**config.mk**
```make
export PLATFORM = sky130hd
export DESIGN_NAME = ni_flit_sender
export DESIGN_NICKNAME = d
export VERILOG_FILES = /design/src/rtl/ni_flit_sender.sv
export SDC_FILE = /design/constraint.sdc
export NUM_CORES = 1
export LEC_CHECK = 0
export CORE_UTILIZATION = 30
export DETAILED_ROUTE_END_ITERATION = 10
export GPL_TIMING_DRIVEN = 0
export SLEW_MARGIN = 40
export SYNTH_ARGS = -nofsm -noshare
export SYNTH_HDL_FRONTEND = slang
export SYNTH_SLANG_ARGS = --single-unit
export TNS_END_PERCENT = 50
```
**constraint.sdc**
```tcl
create_clock -name clock -period 6.8 [get_ports clock]
set_input_delay 2.04 -clock clock [delete_from_list [all_inputs] [get_ports clock]]
set_output_delay 2.04 -clock clock [all_outputs]
set_load 0.01 [all_outputs]
```
**src/rtl/ni_flit_sender.sv**
```systemverilog
// Credit-based flit transmitter: serializes header, size and payload flits
// toward a router local port, holding each flit stable until credit arrives.
module ni_flit_sender #(
   parameter int FLIT_WIDTH = 32
) (
   input  logic                    clock,
   input  logic                    reset,
   input  logic                    cmd_valid,
   output logic                    cmd_ready,
   input  logic [FLIT_WIDTH/2-1:0] cmd_target,
   input  logic [FLIT_WIDTH-1:0]   cmd_size,
   input  logic                    pl_valid,
   output logic                    pl_ready,
   input  logic [FLIT_WIDTH-1:0]   pl_data,
   output logic                    clock_tx,
   output logic                    tx,
   output logic [FLIT_WIDTH-1:0]   data_out,
   input  logic                    credit_i,
   output logic                    pkt_done
);

   typedef enum logic [1:0] {IDLE, HEADER, SIZE, PAYLOAD} state_t;

   state_t                  state_q, state_d;
   logic                    tx_q, tx_d;
   logic [FLIT_WIDTH-1:0]   data_q, data_d;
   logic [FLIT_WIDTH-1:0]   remaining_q, remaining_d;
   logic                    pkt_done_q, pkt_done_d;
   logic                    xfer;
   logic [FLIT_WIDTH-1:0]   remaining_dec;

   assign clock_tx      = clock;
   assign tx            = tx_q;
   assign data_out      = data_q;
   assign pkt_done      = pkt_done_q;
   assign xfer          = tx_q && credit_i;
   assign remaining_dec = remaining_q - {{(FLIT_WIDTH-1){1'b0}}, 1'b1};

   always_comb begin
      state_d     = state_q;
      tx_d        = tx_q;
      data_d      = data_q;
      remaining_d = remaining_q;
      pkt_done_d  = 1'b0;
      cmd_ready   = 1'b0;
      pl_ready    = 1'b0;

      case (state_q)
         IDLE: begin
            cmd_ready = !reset;
            if (cmd_valid && cmd_ready) begin
               data_d                   = '0;
               data_d[FLIT_WIDTH/2-1:0] = cmd_target;
               tx_d                     = 1'b1;
               remaining_d              = cmd_size;
               state_d                  = HEADER;
            end
         end

         HEADER: begin
            if (credit_i) begin
               data_d  = remaining_q;
               state_d = SIZE;
            end
         end

         SIZE: begin
            if (credit_i) begin
               if (remaining_q == '0) begin
                  tx_d       = 1'b0;
                  pkt_done_d = 1'b1;
                  state_d    = IDLE;
               end else begin
                  // First payload flit may ride the size-flit transfer edge.
                  pl_ready = !reset;
                  state_d  = PAYLOAD;
                  if (pl_valid) begin
                     data_d      = pl_data;
                     remaining_d = remaining_dec;
                  end else begin
                     tx_d = 1'b0;
                  end
               end
            end
         end

         PAYLOAD: begin
            pl_ready = !reset && (remaining_q != '0) && (!tx_q || credit_i);
            if (pl_valid && pl_ready) begin
               data_d      = pl_data;
               tx_d        = 1'b1;
               remaining_d = remaining_dec;
            end else if (xfer) begin
               tx_d = 1'b0;
               if (remaining_q == '0) begin
                  pkt_done_d = 1'b1;
                  state_d    = IDLE;
               end
            end
         end

         default: state_d = IDLE;
      endcase
   end

   always_ff @(posedge clock or posedge reset) begin
      if (reset) begin
         state_q     <= IDLE;
         tx_q        <= 1'b0;
         data_q      <= '0;
         remaining_q <= '0;
         pkt_done_q  <= 1'b0;
      end else begin
         state_q     <= state_d;
         tx_q        <= tx_d;
         data_q      <= data_d;
         remaining_q <= remaining_d;
         pkt_done_q  <= pkt_done_d;
      end
   end

endmodule

```
==> results of run 1 <==
==> cells in the final DEF (no fill, tap or decap), drive strengths merged, types with 3 or more instances in the layout <==
master / instances
clkdlybuf4s50: 120
nand2: 76
dfrtp: 68
o21ai: 52
clkbuf: 40
mux2: 32
mux2i: 21
nor2: 19
nor3: 19
nor4: 15
a21oi: 13
o311ai: 12
o22ai: 12
buf: 12
or4: 9
or3: 7
a22oi: 6
o31a: 5
a31oi: 5
inv: 5
clkinv: 5
or2: 4
nor2b: 4
o211ai: 4
nand2b: 4
nand3b: 3
==> power groups by stage <==
stage	registers, mW	clock network (mW)	logic, mW
3_5_place_dp	0.745	0.0231	0.939
5_1_grt	0.763	0.650	1.05
3_3_place_gp	0.737	0.0231	0.927
2_1_floorplan	0.729	0.0121	0.534
4_1_cts	0.739	0.625	0.946
6_report	0.744	0.615	0.962
==> cells by family (layout without fill, tap and decap cells) <==
family / Yosys count / count (layout)
DFF: 68 / 68
muxes: 53 / 53
adders and majority gates: 1 / 1
and+or+nand+nor: 168 / 168
buffers and inverters: 45 / 185
AOI/OAI and AO/OA: 123 / 123
==> metal layers <==
layer	GRT usage	vias to the layer above
li1	-	1973
met1	0.2917	2044
met2	0.3226	201
met3	0.04151	34
met4	0.1157	0
met5	0	-
==> cell type report <==
cell class                 count  area, sq um
clock buffer                  13        310.3
inverter                       6        27.53
clock inverter                 7        91.34
buffer                        39        182.7
multi-input combinational    345         2333
timing repair buffer         120         1219
sequential                    68         1702
tap                          176        220.2
fill                        1291         7367
==> worst max-delay path: stages <==
cell	delay, ns
clkbuf_16	0.12
clkbuf_16	0.13
buf_4	0.12
clkdlybuf4s50_1	0.46
==> through the flow <==
stage	util	area (sq um)	setup slack [ns]	power, mW
4_1_cts	0.4511	6068	0.5302	2.311
3_3_place_gp	0.4182	5625	0.7981	1.687
6_report	0.4524	6086	0.5377	2.322
5_1_grt	0.4524	6086	0.5062	2.459
3_5_place_dp	0.4220	5677	0.7981	1.707
2_1_floorplan	-	4204	1.241	1.275
==> sequential cells by signal, summed over array words and instances (netlist names) <==
signal,flops
data_out,32
pkt_done,1
remaining_q,32
state_q,2
tx,1
==> how the worst max path moves through the flow <==
| stage | endpoint | slack, ns | depth (start not counted) |
|---|---|---|---|
| final | clock_tx | 0.54 | 4 |
| after CTS | clock_tx | 0.53 | 4 |
| after floorplan | clock_tx | 1.24 | 1 |
| after global routing | clock_tx | 0.51 | 4 |
| after global placement | clock_tx | 0.80 | 2 |
| after detailed placement | clock_tx | 0.80 | 2 |
==> synth_stat cells (2+ instances only) <==
cell	n
inv_1	5
dfrtp_1	68
a2111oi_0	2
or4_4	2
o31a_1	5
nand2b_1	4
o21a_1	2
clkbuf_1	28
o21ai_1	2
a21oi_1	13
nor3_1	19
a22oi_1	6
o211ai_1	4
o311ai_0	12
nand2_1	76
buf_6	4
nand3b_1	3
nor2_1	19
mux2_2	2
or4_1	7
buf_1	4
o21ai_0	50
a31oi_1	5
or3_1	7
nor4_1	15
and3_1	2
mux2i_1	21
or2_2	4
buf_2	2
nor2b_1	4
o22ai_1	12
mux2_4	30
nand4_1	2
nor4b_1	2
==> metrics.txt, run 1 <==
first-pass GRT wire length=23,230 um; Pre-antenna DRT Iters=5; Max Cap Violations=0; layout cells sized above 1=0.1204; chip height=120.4 um; Detailed Place HPWL=11,140 um; main combinational cell family by area after synthesis=simple AND/OR/NAND/NOR gates; Hold Path Sink=data_out[25]$_DFFE_PP0P_; flops & latches, synth=68; GRT Util Overall=0.2152; Synthesized Nets=544; post-CTS resize count=0; die area=0.01449 sq mm; initial DRC count=349; r2r startpoint=remaining_q[9]$_DFFE_PP0P_; Overflow after GRT=0; CP max FO=2; unrepaired setup endpoints after global routing=no; area leader, netlist=dfrtp_1; CTS tree=built; met3 routed WL=1054 um; maximum VDD drop=148.4 uV; syn_area_per_cell=9.179 sq um; Synth Area in Compound Gates=0.1860; IO Count=122; Post-CTS Setup Bufs=0; Worst Setup End Kind=output pin; Worst-Margin Slew=0.7659 ns; Setup crit start=clock; Vias=4,252; dominant synthesized flop cell=dfrtp_1; number of synthesized flops with an enable pin=0; library cells used by synthesis=49; final total negative setup slack=0 ns; Leak=2.550 nW; Area contributors post-synth=dfrtp_1 40%, mux2_4 11%, nand2_1 6.8%; Sequential Power Share=0.321; Crit Path Class=clk2out; WL met1=6707 um; setup slack, reg-to-reg=3.55 ns; multiplexer area fraction after synthesis=0.1625; GP Congestion=0.9132; Internal=1.480 mW; hold_ws=0.5055 ns; relative slew slack=0.4894; status=finished, final reports clean; Logic pwr share=0.414; Synth Area in Simple Gates=0.1949; port bufs=120; final hold violation count=0; startpoint types=clock port; antenna-violating nets left=0; Data required, critical path=4.76 ns; drt total wl=15,080 um; Skew-Pair Late Insertion Delay=0.45 ns; Synth top area share=0.4048; # setup viols final=0; async set-reset flop share out of synthesis=1.000; Worst Path Arrival=4.22 ns; Worst R2R End=remaining_q[31]$_DFFE_PP0P_; via-per-instance ratio=5.494; vias in the first global route=4,321; final setup skew=0.007874 ns; Sw Pwr=0.8423 mW; largest net degree at the start of global routing=48; met2 wire length=6875 um; wire per inst=19.48 um; worst hold path startpoint=data_out[25]$_DFFE_PP0P_; # hold bufs at CTS=0; post-synthesis xor/xnor area fraction=0; Die Wd=120.4 um; power per cell area=381.5 mW/mm^2; sequential-to-total area share from yosys stat=0.4048; Adder-Cell Fraction of Synth Area=0.002976; Sw Ratio=0.3628; max-slew violation count=0; Hold Path Depth=1; Post-Layout Cell Count=774; reg2reg path depth=7; Cell Rows=42; Post-Synthesis Cells=458; initial core utilization=0.3125; Hold Path Class=reg2reg; antenna fix cells=0; Clock Pin Slew Worst Setup and Hold Paths=0.05 ns; core area=0.01345 sq mm; initial antenna violation count=0; top sig layer=met4; Yosys Warn Count=0; cell area after synthesis=0.004204 sq mm; Clock power frac=0.265; synth-to-layout area growth=44.76%; placed insts=755; residual DRC count=0; Layout Nets=679
Note: power is estimated with default switching activity, not from simulation.
==> run 2, diff against run 1 <==
--- a/config.mk
+++ b/config.mk
@@ -8,6 +8,7 @@
 export CORE_UTILIZATION = 30
 export DETAILED_ROUTE_END_ITERATION = 10
 export GPL_TIMING_DRIVEN = 0
+export PLACE_DENSITY = 0.64
 export SLEW_MARGIN = 40
 export SYNTH_ARGS = -nofsm -noshare
 export SYNTH_HDL_FRONTEND = slang
==> run 2 against run 1 <==
Compared with the run above:
- final cell count stayed put
- first-iteration DRC count is 13% higher
- count of clock-buffer cells in the layout is 3 higher
- non-clock buffer count stayed put
- clock skew hardly changed
- worst setup slack worse by 0.0022 ns
- die area stayed put
- critical path depth stayed put
- critical endpoint unchanged
==> metrics.txt, run 2 (synthesis results as in run 1) <==
synth-to-layout area growth=43.87% (was 44.76%); Internal=1.462 mW (was 1.480 mW); vias in the first global route=4,299 (was 4,321); maximum VDD drop=160.3 uV (was 148.4 uV); Clock Pin Slew Worst Setup and Hold Paths=0.05 ns (about the same); Sw Pwr=0.8331 mW (was 0.8423 mW); via-per-instance ratio=5.496 (was 5.494); die area=0.01449 sq mm (unchanged); port bufs=120 (unchanged); antenna fix cells=0 (unchanged); Post-CTS Setup Bufs=0 (unchanged); layout cells sized above 1=0.1171 (was 0.1204); commonest non-fill, non-tap cell in the layout=clkdlybuf4s50_1 (unchanged); Pre-antenna DRT Iters=5 (unchanged); first-pass GRT wire length=23,590 um (was 23,230 um); Max Cap Violations=0 (unchanged); Layout Nets=679 (unchanged); startpoint types=clock port (unchanged); Clock power frac=0.259 (was 0.265); most frequent CP cell=clkbuf_16 (unchanged); Hold Path Class=reg2reg (unchanged); antenna-violating nets left=0 (unchanged); wire per inst=19.70 um (was 19.48 um); Logic pwr share=0.416 (was 0.414); status=finished, final reports clean (unchanged); relative slew slack=0.4353 (was 0.4894); total power draw=2.295 mW (was 2.322 mW); final total negative setup slack=0 ns (unchanged); residual DRC count=0 (unchanged); Skew-Pair Late Insertion Delay=0.45 ns (about the same); post-CTS resize count=0 (unchanged); reg2reg path depth=6 (was 7); Die Wd=120.4 um (unchanged); unrepaired setup endpoints after global routing=no (unchanged); initial core utilization=0.3125 (unchanged); Sequential Power Share=0.325 (was 0.321); # hold bufs at CTS=0 (unchanged); Detailed Place HPWL=11,180 um (was 11,140 um); Leak=2.535 nW (was 2.550 nW); IO Count=122 (unchanged); Hold Path Depth=1 (unchanged); Vias=4,254 (was 4,252); Setup crit start=clock (unchanged); power per cell area=379.4 mW/mm^2 (was 381.5 mW/mm^2); GRT Util Overall=0.2146 (was 0.2152); Worst Path Arrival=4.22 ns (about the same); final setup skew=0.008262 ns (was 0.007874 ns); # setup viols final=0 (unchanged); max-slew violation count=0 (unchanged); chip height=120.4 um (unchanged); slowest stage delay, CP=0.46 ns (about the same); Crit Path Class=clk2out (unchanged); GP Congestion=0.8806 (was 0.9132); Overflow after GRT=0 (unchanged); most frequent cells in the layout=120 x clkdlybuf4s50_1, 76 x nand2_1, 68 x dfrtp_1 (unchanged); drt total wl=15,250 um (was 15,080 um); r2r startpoint=remaining_q[26]$_DFFE_PP0P_ (was remaining_q[9]$_DFFE_PP0P_); Cell Rows=42 (unchanged); worst hold path startpoint=data_out[25]$_DFFE_PP0P_ (unchanged); CTS tree=built (unchanged); largest net degree at the start of global routing=41 (was 48); initial antenna violation count=0 (unchanged); final hold violation count=0 (unchanged); critical path cell sequence=clkbuf_16 -> clkbuf_16 -> buf_4 -> clkdlybuf4s50_1 (unchanged); CP max FO=2 (unchanged); Worst-Margin Slew=0.8393 ns (was 0.7659 ns); Sw Ratio=0.3630 (was 0.3628); Worst Setup End Kind=output pin (unchanged); Crit-path slowest cell=clkdlybuf4s50_1 (unchanged); setup slack, reg-to-reg=3.46 ns (was 3.55 ns); initial DRC count=394 (was 349); Data required, critical path=4.76 ns (about the same); core area=0.01345 sq mm (unchanged)
[run 2: power groups by stage]
stage | clock network (mW) | registers (mW) | logic (mW)
6_report | 0.594 | 0.745 | 0.955
5_1_grt | 0.620 | 0.766 | 1.04
4_1_cts | 0.601 | 0.740 | 0.949
3_5_place_dp | 0.0231 | 0.746 | 0.941
3_3_place_gp | 0.0231 | 0.735 | 0.925
2_1_floorplan | 0.0121 | 0.729 | 0.534
[run 2: routing by layer]
layer	wire length (um)	part of all wire	GRT usage	vias up
li1	-	-	-	1965
met1	6681	0.44	0.2861	2068
met5	0	0	0	-
met4	309	0.020	0.08873	0
met2	7167	0.47	0.3351	193
met3	1090	0.071	0.04764	28
[run 2: per-stage QoR]
stage	utilization	hold slack, ns	std cells	setup slack [ns]	cell area, sq um
2_1_floorplan	-	0.5368	458	1.241	4204
3_5_place_dp	0.4214	0.4928	755	0.7981	5669
3_3_place_gp	0.4182	0.4941	754	0.7981	5625
5_1_grt	0.4496	0.5249	774	0.5175	6048
6_report	0.4496	0.5060	774	0.5355	6048
4_1_cts	0.4496	0.5107	774	0.5285	6048
[run 2: final cells by class]
class                   count  area, sq um
repair buffers            120         1211
clock buffers              16        341.6
plain buffers              39        182.7
inverters                   6        27.53
clock inverters             4        47.55
multi-input cells         345         2316
flip-flops and latches     68         1702
fillers                  1311         7405
well taps                 176        220.2
[run 2: worst max-delay path: cells and delay by family]
| kind | cells | cell delay, ns |
|---|---|---|
| buf+inv | 4 | 0.82 |
[run 2: worst paths after layout]
check / endpoint
max: clock_tx
min: data_out[25]$_DFFE_PP0P_
min reg2reg: data_out[25]$_DFFE_PP0P_
min in group asynchronous: state_q[0]$_DFFE_PP0P_
max in group asynchronous: data_out[6]$_DFFE_PP0P_
max reg2reg: remaining_q[6]$_DFFE_PP0P_
